==> config.mk <==
export PLATFORM = sky130hd
export DESIGN_NAME = msg_serial_tx
export DESIGN_NICKNAME = d
export VERILOG_FILES = /design/src/rtl/msg_serial_tx.sv
export SDC_FILE = /design/constraint.sdc
export NUM_CORES = 1
export LEC_CHECK = 0
export ABC_AREA = 1
export BUFFER_PORTS_ARGS = -buffer_cell sky130_fd_sc_hd__buf_4
export CAP_MARGIN = 0
export CORE_MARGIN = 2
export CORE_UTILIZATION = 58
export CTS_CLUSTER_SIZE = 12
export DETAILED_ROUTE_END_ITERATION = 8
export PLACE_DENSITY_LB_ADDON = 0.2
export REMOVE_ABC_BUFFERS = 1
export SLEW_MARGIN = 20
export SYNTH_ARGS = -nofsm -noshare
export SYNTH_HDL_FRONTEND = slang
export SYNTH_SLANG_ARGS = --single-unit
==> constraint.sdc <==
create_clock -name clk -period 1.8 [get_ports clk]
set_clock_uncertainty 0.1 [all_clocks]
set_input_delay 0.27 -clock clk [delete_from_list [all_inputs] [get_ports clk]]
set_output_delay 0.27 -clock clk [all_outputs]
set_load 0.02 [all_outputs]
==> src/rtl/msg_serial_tx.sv <==
`timescale 1ns/1ps
// Serialises a latched MSG_W-bit message onto one line at the rate set by the
// rising edges of a divider carry-out: start bit, data LSB first, optional even
// parity, then STOP_BITS stop periods. start/busy/done handshake for queuing.
module msg_serial_tx #(
    parameter int unsigned MSG_W     = 5,
    parameter int unsigned PARITY_EN = 1,
    parameter int unsigned STOP_BITS = 1
) (
    input  logic             clk,
    input  logic             rst,
    input  logic             tick_in,
    input  logic             start,
    input  logic [MSG_W-1:0] msg,
    output logic             ser_out,
    output logic             busy,
    output logic             done
);

    localparam int unsigned CNT_W  = $clog2(MSG_W + 1);
    localparam int unsigned STOP_W = 2;

    typedef enum logic [2:0] {
        S_IDLE   = 3'd0,
        S_SYNC   = 3'd1,
        S_START  = 3'd2,
        S_DATA   = 3'd3,
        S_PARITY = 3'd4,
        S_STOP   = 3'd5
    } state_e;

    state_e              state_q, state_d;
    logic                tick_q;
    logic                bit_tick;
    logic [MSG_W-1:0]    shreg_q, shreg_d;
    logic                par_q, par_d;
    logic [CNT_W-1:0]    bit_cnt_q, bit_cnt_d;
    logic [STOP_W-1:0]   stop_cnt_q, stop_cnt_d;
    logic                ser_q, ser_d;
    logic                busy_q, busy_d;
    logic                done_q, done_d;
    logic                accept;
    logic                last_data;
    logic                last_stop;

    // Rising edge of the divider output; a tick_in already high at reset
    // release is not an edge because tick_q resets to 1.
    assign bit_tick  = tick_in & ~tick_q;

    // The done cycle blocks acceptance so a held start re-arms one cycle later.
    assign accept    = (state_q == S_IDLE) & start & ~done_q;
    assign last_data = (bit_cnt_q == CNT_W'(MSG_W - 1));
    assign last_stop = (stop_cnt_q == STOP_W'(STOP_BITS - 1));

    // State register
    always_ff @(posedge clk or negedge rst) begin
        if (!rst) begin
            state_q <= S_IDLE;
        end else begin
            state_q <= state_d;
        end
    end

    // Next-state logic; everything past IDLE advances only on bit_tick
    always_comb begin
        state_d = state_q;
        case (state_q)
            S_IDLE:   if (accept)   state_d = S_SYNC;
            S_SYNC:   if (bit_tick) state_d = S_START;
            S_START:  if (bit_tick) state_d = S_DATA;
            S_DATA: begin
                if (bit_tick && last_data) begin
                    state_d = (PARITY_EN != 0) ? S_PARITY : S_STOP;
                end
            end
            S_PARITY: if (bit_tick) state_d = S_STOP;
            S_STOP:   if (bit_tick && last_stop) state_d = S_IDLE;
            default:  state_d = S_IDLE;
        endcase
    end

    // Datapath and output next values; ser_d carries the bit of the state being entered
    always_comb begin
        shreg_d    = shreg_q;
        par_d      = par_q;
        bit_cnt_d  = bit_cnt_q;
        stop_cnt_d = stop_cnt_q;
        ser_d      = ser_q;
        busy_d     = busy_q;
        done_d     = 1'b0;
        case (state_q)
            S_IDLE: begin
                ser_d = 1'b1;
                if (accept) begin
                    shreg_d    = msg;
                    par_d      = ^msg;
                    bit_cnt_d  = '0;
                    stop_cnt_d = '0;
                    busy_d     = 1'b1;
                end
            end
            S_SYNC: begin
                if (bit_tick) ser_d = 1'b0;
            end
            S_START: begin
                if (bit_tick) begin
                    ser_d     = shreg_q[0];
                    bit_cnt_d = '0;
                end
            end
            S_DATA: begin
                if (bit_tick) begin
                    shreg_d   = shreg_q >> 1;
                    bit_cnt_d = bit_cnt_q + CNT_W'(1);
                    if (last_data) begin
                        ser_d      = (PARITY_EN != 0) ? par_q : 1'b1;
                        stop_cnt_d = '0;
                    end else begin
                        ser_d = shreg_q[1];
                    end
                end
            end
            S_PARITY: begin
                if (bit_tick) begin
                    ser_d      = 1'b1;
                    stop_cnt_d = '0;
                end
            end
            S_STOP: begin
                if (bit_tick) begin
                    if (last_stop) begin
                        busy_d = 1'b0;
                        done_d = 1'b1;
                    end else begin
                        stop_cnt_d = stop_cnt_q + STOP_W'(1);
                    end
                end
            end
            default: begin
                ser_d  = 1'b1;
                busy_d = 1'b0;
            end
        endcase
    end

    // Datapath, tick edge-detect and registered outputs
    always_ff @(posedge clk or negedge rst) begin
        if (!rst) begin
            tick_q     <= 1'b1;
            shreg_q    <= '0;
            par_q      <= 1'b0;
            bit_cnt_q  <= '0;
            stop_cnt_q <= '0;
            ser_q      <= 1'b1;
            busy_q     <= 1'b0;
            done_q     <= 1'b0;
        end else begin
            tick_q     <= tick_in;
            shreg_q    <= shreg_d;
            par_q      <= par_d;
            bit_cnt_q  <= bit_cnt_d;
            stop_cnt_q <= stop_cnt_d;
            ser_q      <= ser_d;
            busy_q     <= busy_d;
            done_q     <= done_d;
        end
    end

    assign ser_out = ser_q;
    assign busy    = busy_q;
    assign done    = done_q;

endmodule

# Word-level counts from Yosys, hierarchy flattened
# Cells that the tools add are included.
dict set report totals {
  regBits 18
}
dict set report classes {
  n_reduce_logical 16
  eq_ne 17
  n_mux 34
  addsub 2
  bitwise_logic 7
}
# cell n
set op_table {}
lappend op_table {{two-way mux 3 bit} 9}
lappend op_table {{!= test 2 bit (second input constant)} 11}
lappend op_table {{one-hot mux 3 bit (6 select lines)} 1}
lappend op_table {{two-way mux 2 bit} 6}
lappend op_table {{two-way mux 1 bit} 11}
lappend op_table {{two-way mux 5 bit} 2}
lappend op_table {{one-hot mux 5 bit (2 select lines)} 1}
lappend op_table {{equality test 3 bit (second input constant)} 3}
lappend op_table {{one-hot mux 3 bit (3 select lines)} 1}
lappend op_table {{one-hot mux 2 bit (4 select lines)} 1}
lappend op_table {{AND reduction 4 bit} 2}
lappend op_table {{AND reduction 7 bit} 1}
lappend op_table {{equality test 3 x 2 -> 1 bit (second input constant)} 2}
lappend op_table {{AND reduction 6 bit} 1}
lappend op_table {{one-hot mux 1 bit (5 select lines)} 1}
lappend op_table {{AND reduction 5 bit} 1}
lappend op_table {{XOR reduction 5 bit} 1}
lappend op_table {{NOT 1 bit} 4}
lappend op_table {{nonzero test 4 bit} 1}
lappend op_table {{OR reduction 4 bit} 1}
lappend op_table {{adder 3 x 1 -> 3 bit (second input constant)} 1}
lappend op_table {{bitwise AND 1 bit} 3}
lappend op_table {{equality test 3 x 1 -> 1 bit (second input constant)} 1}
lappend op_table {{logical NOT 3 bit} 1}
lappend op_table {{other kinds (8)} 9}

# Longest topological paths before layout
# Gate-level depths: netlist (run 1).
dict set report logic_depth {
  ltp_word 5
  ltp_mapped 11
}

# Worst setup path before layout (run 1)
# Ideal clock, no wire load.
dict set report synth_path {
  kind {register to register}
  startpoint {register bit_cnt_q[0]}
  endpoint {register state_q[2]}
  path_stages_with_launch 12
  path_buffers 0
  t_arrival_ns 1.137
  setup_ns 0.116
  slack_ns 0.446
  path_cell_list {dfrtp_1 -> inv_1 -> ha_1 -> nand2_1 -> inv_1 -> nand2_1 -> nand2_1 -> nand2_2 -> nor2_4 -> nand2_2 -> nand2_1 -> nand2_1}
}
dict set report synth_between {
  elab_chain_cells 4
}
# item line_no
set synth_rtl {}
lappend synth_rtl {{start: declaration} 37} ;# logic [CNT_W-1:0] bit_cnt_q, bit_cnt_d;
lappend synth_rtl {{start signal: assignment} 161} ;# bit_cnt_q <= bit_cnt_d;
lappend synth_rtl {{equality test 3 bit} 52} ;# assign last_data = (bit_cnt_q == CNT_W'(MSG_W - 1));
lappend synth_rtl {{logical AND 1 bit} 72} ;# if (bit_tick && last_data) begin
lappend synth_rtl {{!= test 2 bit (no source line)} --}
lappend synth_rtl {{AND reduction 6 bit (no source line)} --}
lappend synth_rtl {{end signal: assignment} 60} ;# state_q <= state_d;
lappend synth_rtl {{end: declaration} 32} ;# state_e state_q, state_d;
# Every way passes these cells.
# A chain may end at the register's enable or synchronous reset.

# Final worst setup path (run 1)
dict set report layout_path {
  startpoint {input port tick_in}
  endpoint {register state_q[0]}
}
dict set report layout_between {
  elab_chain_cells 4
  word_cells_on_any_way 9
  cone_classes {eq/ne (5); bitwise (1); reduce/logical (3)}
}
# item line_no
set layout_rtl {}
lappend layout_rtl {{start: declaration} 12} ;# input logic tick_in,
lappend layout_rtl {{bitwise AND 1 bit *} 48} ;# assign bit_tick = tick_in & ~tick_q;
lappend layout_rtl {{logical AND 1 bit (on tied branches)} {77, 72}}
lappend layout_rtl {{!= test 2 bit (no source line)} --}
lappend layout_rtl {{AND reduction 6 bit (no source line) *} --}
# Every way passes the cells marked *; elsewhere a longest branch is shown, timed or not.

==> key figures, run 1 <==
Outcome
  – Status: completed

Placement
  – Post-DP HPWL: 2000 um
  – GPL Wtd Cong: 0.947
  – Port Buffers: 11

Detailed routing
  – Routed len/inst: roughly 12 um
  – Residual DRC: 0
  – Antenna Violating Nets Remaining: 0
  – Routed via count: 1095
  – Vias/cell: about 5.0
  – Drt first pass iters: 4
  – Final WL: 2530 um
  – Initial drt markers: 18

Logic synthesis
  – Netlist cell types: 27
  – Number of synthesized flops with an enable pin: 0
  – Synth area leader: dfrtp_1
  – Avg Synthesized Cell Area: 7.64 sq um
  – Most common cell in the netlist: nand2_1
  – Top cells by area, synth: dfrtp_1 30%, nand2_1 14%, inv_1 6.2%, nand3_1 5.3%, nor2_8 4.5%
  – Register area share after synthesis: 34.2%
  – #FFs+latches synth: 18
  – Main flop type after synthesis: dfrtp_1
  – Synth cell count leaders: 50 x nand2_1, 22 x inv_1, 16 x dfrtp_1, 14 x nand3_1, 13 x nor2_1
  – Yosys Warn Count: 0
  – Async S/R FF share, synth: 100%
  – Synth Instances: between 150 and 200
  – Synth top area share: a little under a third
  – Mapped Area: 1320 sq um

Power
  – Total Power: 0.00235 W
  – Pwr dens: 1590 nW/um^2
  – Max IR drop VDD: about 990 uV
  – Leak: 0.794 nW

Final layout
  – Multi-input logic area: ~720 sq um
  – Syn-to-layout area delta: 11.6%
  – Layout cells sized above 1: 25.9%
  – Register area: 453 sq um
  – # fillers: 195
  – Nets: 202
  – # diodes: 0

STA
  – Setup TNS: 0 ns
  – Final Critical Period: 1.64 ns
  – Setup violators final: 0
  – Final Max Tran Viols: 0
  – Fmax: 610 MHz
  – Relative slew margins: between 70% and 80%
  – Period utilization: 91.1%
  – RSZ-0062 raised after global routing: no
  – Worst-margin pin slew: 0.384 ns
  – Final Hold Fails: 0

Setup path
  – R2R Path Start: state_q[0]$_DFFE_PN0P_
  – CP Data Required Time: 1.89 ns
  – Worst Reg-to-Reg Cells: 8
  – Crit Path Class: in2reg
  – Reg-to-reg endpoint: state_q[0]$_DFFE_PN0P_
  – Critical Path End Type: register
  – Worst Path Max Fanout: 4
  – Reg-to-reg slack, setup: 0.20 ns
  – Critical Path AT: 1.73 ns
  – Worst setup SP type: input port

CTS
  – Root buf cell: clkbuf_4
  – CTS buffer count: 3
  – CTS clk-pin slew, worst paths: 0.11 ns
  – CTS tree: built
  – Clock latency on the worst-skew pair: 0.29 ns
  – CTS sink cnt: 18
  – Postcts setup bufs: 0
  – CTS max path bufs: 2
  – H-tree depth reported by CTS: 1

Hold path
  – Hold path depth: 3
  – Min-delay src: msg[4]
  – Worst Hold Class: in2reg
  – Worst hold endpoint: shreg_q[4]$_DFFE_PN0P_

Die
  – Starting Density: 60.4%
  – Site Rows: 17
  – Die H: 51.8 um
  – Core region area: roughly 2200 sq um
  – Die width: between 50 and 60 um
  – IO Count: 12
  – Die ar.: 2680 sq um

Global route
  – First-pass GRT wire length: 4770 um
  – Largest net degree at the start of global routing: 19
  – Initial antenna violation count: 0
  – Vias in the first global route: 1126
  – Grt ovf: 0
  – Tot GR Track Use: 23.6%

Job
  – Max-cap violation count: 0
-- layout by cell type (no fill, tap or decap), drive strengths merged --
cell         synthesis  layout
dfstp                2       2
inv                 26      26
xor2                 1       1
buf                  4      14
nand3b               2       2
nand4                2       2
nand3               18      18
nand2               62      62
clkbuf               0       4
dlygate4sd3          0       2
xnor2                1       1
o21ai               14      14
nor2                20      20
a21oi                2       2
dfrtp               16      16
ha                   3       3
-- power breakdown --
group / internal [W] / switching [W]
clock network: 0.000123 / 0.000132
registers: 0.000558 / 0.000130
logic: 0.000515 / 0.000890
-- area by class of cell --
| cell class | instances | area share [%] |
|---|---|---|
| clock buffers | 4 | 2.46 |
| well taps | 28 | 2.37 |
| repair buffers | 16 | 8.47 |
| flip-flops and latches | 18 | 30.7 |
| inverters | 26 | 7.12 |
| multi-input cells | 125 | 48.9 |
-- through the flow --
stage | instances | instance area, sq um | util (%) | hold WS [ns] | worst slack (ns)
after floorplan | 169 | 1280 | - | -0.126 | 0.300
after global placement | 211 | 1420 | 64.7 | 0.0553 | 0.212
after detailed placement | 211 | 1420 | 64.7 | 0.0539 | 0.231
after CTS | 217 | 1470 | 67.3 | 0.119 | 0.0556
after global routing | 217 | 1480 | 67.4 | 0.138 | 0.0696
final | 217 | 1480 | 67.4 | 0.122 | 0.161
-- worst max-delay path by stage --
stage	startpoint	to	slack, ns	depth (start not counted)
6_report	tick_in	state_q[0]$_DFFE_PN0P_	0.16	11
5_1_grt	state_q[1]$_DFFE_PN0P_	ser_out$_DFFE_PN1P_	0.07	8
4_1_cts	tick_in	state_q[2]$_DFFE_PN0P_	0.06	11
3_5_place_dp	state_q[1]$_DFFE_PN0P_	state_q[2]$_DFFE_PN0P_	0.23	8
3_3_place_gp	state_q[1]$_DFFE_PN0P_	state_q[1]$_DFFE_PN0P_	0.21	8
2_1_floorplan	state_q[0]$_DFFE_PN0P_	shreg_q[4]$_DFFE_PN0P_	0.30	6
-- logic make-up after synthesis --
kind of cell / after synthesis / share of synthesized area [%]
and+or+nand+nor: 104 / 43.9
buffers and inverters: 30 / 11.4
DFF: 18 / 34.2
AOI/OAI and AO/OA: 16 / 6.34
adders and majority gates: 3 / 2.84
xor gates and xnor gates: 2 / 1.32
-- layer usage --
metal,track usage [%],vias to the layer above,part of all wire (%)
met4,5.26,0,0.67
met2,41.9,12,50
met1,30.9,512,46
met3,2.59,2,2.5
li1,-,569,-
met5,0,-,0
-- repair_timing --
item,CTS,global route
endpoints found under the hold margin,19,0
resized for setup,0,1
hold buffers,2,0
endpoints found under the setup margin,0,3
-- worst max-delay path, cell delays in order --
cell           delay [ns]
dlygate4sd3_1        0.52
buf_4                0.11
inv_1                0.04
nor2_2               0.19
nand2_1              0.13
nand2_2              0.09
nand2_2              0.07
nor2_4               0.12
nand2_2              0.08
nand2_1              0.06
nand2_1              0.05
-- state kept, by name (all words and copies together), names as in the netlist --
register	cells
par_q	1
tick_q	1
ser_out	1
shreg_q	5
state_q	3
stop_cnt_q	2
done	1
busy	1
bit_cnt_q	3
(Power assumes the default switching activity.)
==> run 2: changes to the inputs <==
--- a/config.mk
+++ b/config.mk
@@ -11,4 +11,5 @@
 export CORE_MARGIN = 2
 export CORE_UTILIZATION = 58
+export CTS_CLUSTER_DIAMETER = 40
 export CTS_CLUSTER_SIZE = 12
 export DETAILED_ROUTE_END_ITERATION = 8
==> constraint.sdc (replaced) <==
create_clock -name clk -period 1.8 [get_ports clk]
set_clock_uncertainty 0.1 [all_clocks]
set_input_delay 0.09 -clock clk [delete_from_list [all_inputs] [get_ports clk]]
set_output_delay 0.09 -clock clk [all_outputs]
set_load 0.02 [all_outputs]
==> key figures, run 2 (same netlist as run 1, synthesis figures left out) <==
Outcome
  – Status: completed

Detailed routing
  – Antenna Violating Nets Remaining: 0 (unchanged)
  – Final WL: 2540 um (+0.55%)
  – Drt first pass iters: 4 (unchanged)
  – Vias/cell: 5.02 (-0.46%)
  – Routed len/inst: 11.7 um (about the same)
  – Routed via count: 1095 (unchanged)
  – Residual DRC: 0 (unchanged)
  – Initial drt markers: 15 (-3)

Global route
  – First-pass GRT wire length: 4760 um (-0.27%)
  – Tot GR Track Use: 23.6% (-0.061 points)
  – Initial antenna violation count: 0 (unchanged)
  – Vias in the first global route: 1128 (+0.18%)
  – Grt ovf: 0 (unchanged)
  – Grt met1 use: 30.7% (-0.18 points)
  – Met2 GRT Util: 41.9% (unchanged)
  – Met3 Usage GRT: 2.59% (unchanged)
  – Largest net degree at the start of global routing: 19 (unchanged)
  – GRT Max-Usage Layer: met2

STA
  – Hold Slack: 0.0363 ns (-0.0855 ns)
  – Setup violators final: 0 (unchanged)
  – Final Hold Fails: 0 (unchanged)
  – Final WS setup: 0.204 ns (+0.0431 ns)
  – Relative slew margins: 74.3% (-0.15 points)
  – Period utilization: 88.7% (-2.4 points)
  – Final Max Tran Viols: 0 (unchanged)
  – Final Critical Period: 1.60 ns (-0.0431 ns)
  – Fmax: 626 MHz (+2.7%)
  – Worst-margin pin slew: 0.386 ns (+0.00232 ns)
  – RSZ-0062 raised after global routing: no
  – Setup TNS: 0 ns (unchanged)

Setup path
  – Worst setup SP type: register
  – Critical Path AT: 1.69 ns (-0.04 ns)
  – Critical Path End Type: register
  – CP Data Required Time: 1.89 ns (about the same)
  – Crit Path Class: reg2reg
  – Worst Path Max Fanout: 9 (+5)

CTS
  – Postcts setup bufs: 0 (unchanged)
  – CTS sink cnt: 18 (unchanged)
  – CTS Hold Bufs: 3 (+1)
  – CTS max path bufs: 2 (unchanged)
  – Post-CTS sizing: 0 (unchanged)
  – CTS tree: built
  – Root buf cell: clkbuf_4
  – CTS clk-pin slew, worst paths: 0.12 ns (about the same)
  – H-tree depth reported by CTS: 1 (unchanged)
  – CTS buffer count: 3 (unchanged)
  – Clock latency on the worst-skew pair: 0.29 ns (about the same)

Final layout
  – Syn-to-layout area delta: 12.2%
  – Nets: 203 (+0.50%)
  – Layout cells sized above 1: 25.3% (-0.66 points)
  – Commonest cells after routing, fill and taps aside: 50 x nand2_1, 22 x inv_1, 16 x dfrtp_1
  – Core Util, Final: 67.7% (+0.34 points)
  – Max reg flops: 5 (unchanged)
  – Top reg by flops: shreg_q
  – Biggest regs: shreg_q: 5 flops, bit_cnt_q: 3 flops, state_q: 3 flops
  – Commonest non-fill, non-tap cell in the layout: nand2_1
  – # diodes: 0 (unchanged)

Power
  – Leak: 0.799 nW (+0.53%)
  – Max IR drop VDD: 1060 uV (+7.4%)
  – Pwr dens: 1580 nW/um^2 (-0.31%)

Die
  – Die H: 51.8 um (unchanged)
  – Die width: 51.8 um (unchanged)
  – Site Rows: 17 (unchanged)
  – Starting Density: 60.4% (unchanged)
  – IO Count: 12 (unchanged)
  – Die ar.: 2680 sq um (unchanged)
  – Core region area: 2190 sq um (unchanged)

Placement
  – Pre-CTS WS: 0.231 ns (unchanged)
  – Post-DP HPWL: 2000 um (unchanged)
  – Port Buffers: 11 (unchanged)
  – GPL Wtd Cong: 0.947 (unchanged)

Hold path
  – Worst Hold Class: in2reg

Job
  – Max-cap violation count: 0 (unchanged)
run 2: cell types whose count changed in the layout (fill, tap and decap cells not counted), sizes merged:
| cell | previous run | this run |
|---|---|---|
| dlygate4sd3 | 2 | 3 |
run 2: worst paths after layout:
path / depth (start not counted) / slack, ns / to / start
min reg2reg: 2 / 0.38 / ser_out$_DFFE_PN1P_ / ser_out$_DFFE_PN1P_
min in group asynchronous: 2 / 0.08 / bit_cnt_q[0]$_DFFE_PN0P_ / rst
max reg2reg: 8 / 0.20 / state_q[1]$_DFFE_PN0P_ / state_q[1]$_DFFE_PN0P_
min: 5 / 0.04 / shreg_q[3]$_DFFE_PN0P_ / msg[3]
max: 8 / 0.20 / state_q[1]$_DFFE_PN0P_ / state_q[1]$_DFFE_PN0P_
max in group asynchronous: 2 / 1.25 / tick_q$_DFF_PN1_ / rst
run 2: critical path, cell delays in order, from the launching register on:
cell and delay (ns):
dfrtp_1 0.59, buf_4 0.22, nor2_8 0.05, nand3_4 0.13, nand2_2 0.08, nor2_4 0.14
nand2_2 0.08, nand2_1 0.06, nand2_1 0.05
run 2: metal layers:
metal | vias up | routed length [um]
met1 | 509 | 1170
met3 | 2 | 69
met2 | 13 | 1280
met4 | 0 | 17
met5 | - | 0
li1 | 571 | -
run 2: per-stage QoR:
step / instance area, sq um / instances / power, W
3_3_place_gp: 1420 / 211 / 0.00205
2_1_floorplan: 1280 / 169 / 0.00177
6_report: 1480 / 218 / 0.00235
4_1_cts: 1480 / 218 / 0.00236
5_1_grt: 1480 / 218 / 0.00257
3_5_place_dp: 1420 / 211 / 0.00209
run 2: area by class of cell:
type / count / area [sq um]
Tap cell: 28 / 35.0
Inverter: 26 / 105
Sequential cell: 18 / 453
Timing Repair Buffer: 17 / 135
Fill cell: 190 / 707
Multi-Input combinational cell: 125 / 719
Clock buffer: 4 / 36.3
run 2: power breakdown:
group          total, W  internal (W)  switching [W]
sequential     0.000687      0.000557       0.000129
combinational   0.00141      0.000516       0.000892
clock          0.000256      0.000123       0.000133
total           0.00235       0.00120        0.00116
==> run 3: changes to the inputs <==
- PLACE_DENSITY: not set -> 0.89
- PLACE_DENSITY_LB_ADDON: 0.2 -> not set
==> key figures, run 3 (same netlist as run 1, synthesis figures left out) <==
Final layout
  – Commonest non-fill, non-tap cell in the layout: nand2_1
  – Nets: 201 (-0.99%)
  – Biggest regs: shreg_q: 5 flops, bit_cnt_q: 3 flops, state_q: 3 flops
  – Final std cell area, no fill: 1460 sq um (-1.5%)
  – Top reg by flops: shreg_q
  – # diodes: 0 (unchanged)
  – Layout cells sized above 1: 25.0% (-0.26 points)
  – Max reg flops: 5 (unchanged)
  – Syn-to-layout area delta: 10.5%
  – Commonest cells after routing, fill and taps aside: 50 x nand2_1, 22 x inv_1, 14 x nand3_1, 14 x dfrtp_1, 13 x nor2_1

STA
  – Worst-margin pin slew: 0.326 ns (-0.0595 ns)
  – Final Max Tran Viols: 0 (unchanged)
  – Final Critical Period: 1.55 ns (-0.0457 ns)
  – Final WS setup: 0.249 ns (+0.0457 ns)
  – Relative slew margins: 78.2% (+4.0 points)
  – Setup TNS: 0 ns (unchanged)
  – Fmax: 645 MHz (+2.9%)
  – Setup violators final: 0 (unchanged)
  – Final Hold Fails: 0 (unchanged)
  – Period utilization: 86.1% (-2.5 points)
  – RSZ-0062 raised after global routing: no

Die
  – IO Count: 12 (unchanged)
  – Die width: 51.8 um (unchanged)
  – Die H: 51.8 um (unchanged)
  – Starting Density: 60.4% (unchanged)
  – Core region area: 2190 sq um (unchanged)
  – Die ar.: 2680 sq um (unchanged)
  – Site Rows: 17 (unchanged)

CTS
  – Clock latency on the worst-skew pair: 0.30 ns (about the same)
  – H-tree depth reported by CTS: 1 (unchanged)
  – CTS clk-pin slew, worst paths: 0.10 ns (-0.02 ns)
  – CTS buffer count: 3 (unchanged)
  – Root buf cell: clkbuf_4
  – CTS tree: built
  – CTS sink cnt: 18 (unchanged)
  – CTS max path bufs: 2 (unchanged)

Power
  – Max IR drop VDD: 744 uV (-30%)
  – Pwr dens: 1550 nW/um^2 (-2.3%)
  – Gate power share: 58.4% (-1.5 points)
  – Clock network power share: 9.4% (-1.5 points)
  – Leak: 0.780 nW (-2.3%)
  – Int Pwr: 0.00114 W (-4.8%)
  – Total Power: 0.00226 W (-3.8%)
  – Switch Pwr: 0.00112 W (-2.7%)
  – Sw Share: 49.7% (+0.54 points)
  – Flop pwr share: 32.2% (+3.0 points)

Detailed routing
  – Vias/cell: 5.12 (+1.8%)
  – Routed via count: 1105 (+0.91%)
  – Residual DRC: 0 (unchanged)
  – Final WL: 2490 um (-2.0%)
  – Drt first pass iters: 5 (+1)
  – Routed len/inst: 11.5 um (-1.1%)
  – Initial drt markers: 21 (+6)
  – Antenna Violating Nets Remaining: 0 (unchanged)

Hold path
  – Hold path depth: 5 (unchanged)
  – Worst Hold Class: in2reg

Outcome
  – Status: completed

Placement
  – Pre-CTS WS: 0.116 ns (-0.115 ns)
  – GPL Wtd Cong: 0.884 (-6.7%)
  – Port Buffers: 11 (unchanged)
  – Placed instance area: 1400 sq um (-1.1%)
  – Post-DP HPWL: 1970 um (-1.4%)

Setup path
  – Critical Path End Type: register
  – Worst setup SP type: register
  – Worst Path Max Fanout: 12 (+3)
  – CP Data Required Time: 1.90 ns (about the same)
  – Crit Path Class: reg2reg
  – Worst Reg-to-Reg Cells: 7 (-1)
  – Critical Path AT: 1.65 ns (-0.04 ns)

Global route
  – Grt ovf: 0 (unchanged)
  – Tot GR Track Use: 21.6% (-2.0 points)
  – Initial antenna violation count: 0 (unchanged)
  – Vias in the first global route: 1088 (-3.5%)
  – First-pass GRT wire length: 4260 um (-10%)
  – Largest net degree at the start of global routing: 19 (unchanged)

Job
  – Max-cap violation count: 0 (unchanged)
[run 3: changes by cell type in the layout (fill, tap and decap cells not counted)]
cell and delta:
buf_4 -2, clkbuf_1 +1, dfrtp_2 +2, clkbuf_8 -1, dfrtp_1 -2
[run 3: per-layer routing]
| layer | vias up | global-route usage (%) | share of wire [%] |
|---|---|---|---|
| li1 | 569 | - | - |
| met1 | 512 | 24.8 | 45 |
| met2 | 17 | 40.2 | 51 |
| met3 | 7 | 2.59 | 2.5 |
| met4 | 0 | 8.77 | 2.0 |
| met5 | - | 0 | 0 |
[run 3: power by group through the flow]
stage / logic, W / clock network, W / registers, W
floorplan: 0.00103 / 0 / 0.000741
finish: 0.00132 / 0.000212 / 0.000728
global route: 0.00150 / 0.000227 / 0.000742
CTS: 0.00134 / 0.000218 / 0.000721
detailed placement: 0.00133 / 0 / 0.000732
global placement: 0.00127 / 0 / 0.000720
[run 3: layout make-up]
class | count | area [sq um]
clock buffers | 4 | 26.3
well taps | 28 | 35.0
fillers | 181 | 729
repair buffers | 15 | 120
inverters | 26 | 105
multi-input cells | 125 | 719
flip-flops and latches | 18 | 455
[run 3: critical path, cell delays in order (launching register included)]
cell and delay (ns):
dfrtp_1 0.54, inv_6 0.09, nand3_2 0.20, nor2_1 0.07
nor2_1 0.22, nand3_2 0.11, nand2_1 0.07, nand2_1 0.05
[run 3: path summary, 6_finish.rpt]
check	start	endpoint	slack (ns)
max in group asynchronous	rst	ser_out$_DFFE_PN1P_	1.25
worst min-delay path	msg[0]	shreg_q[0]$_DFFE_PN0P_	0.01
worst min register to register	ser_out$_DFFE_PN1P_	ser_out$_DFFE_PN1P_	0.38
worst max-delay path	state_q[2]$_DFFE_PN0P_	stop_cnt_q[0]$_DFFE_PN0P_	0.25
min in group asynchronous	rst	shreg_q[0]$_DFFE_PN0P_	0.09
worst max register to register	state_q[2]$_DFFE_PN0P_	stop_cnt_q[0]$_DFFE_PN0P_	0.25
[run 3: through the flow]
step | cells | util (%) | hold WS [ns]
3_3_place_gp | 209 | 64.0 | -0.129
4_1_cts | 216 | 66.6 | 0.0194
3_5_place_dp | 209 | 64.0 | -0.127
6_report | 216 | 66.7 | 0.0136
5_1_grt | 216 | 66.7 | 0.0607
2_1_floorplan | 169 | - | -0.306
[run 3: what timing repair did]
action | 4_1_cts | 5_1_grt
resized for setup | 0 | 2
hold buffers | 3 | 0
setup buffers | 0 | 0
setup endpoints to repair | 0 | 2
endpoints found under the hold margin | 20 | 0
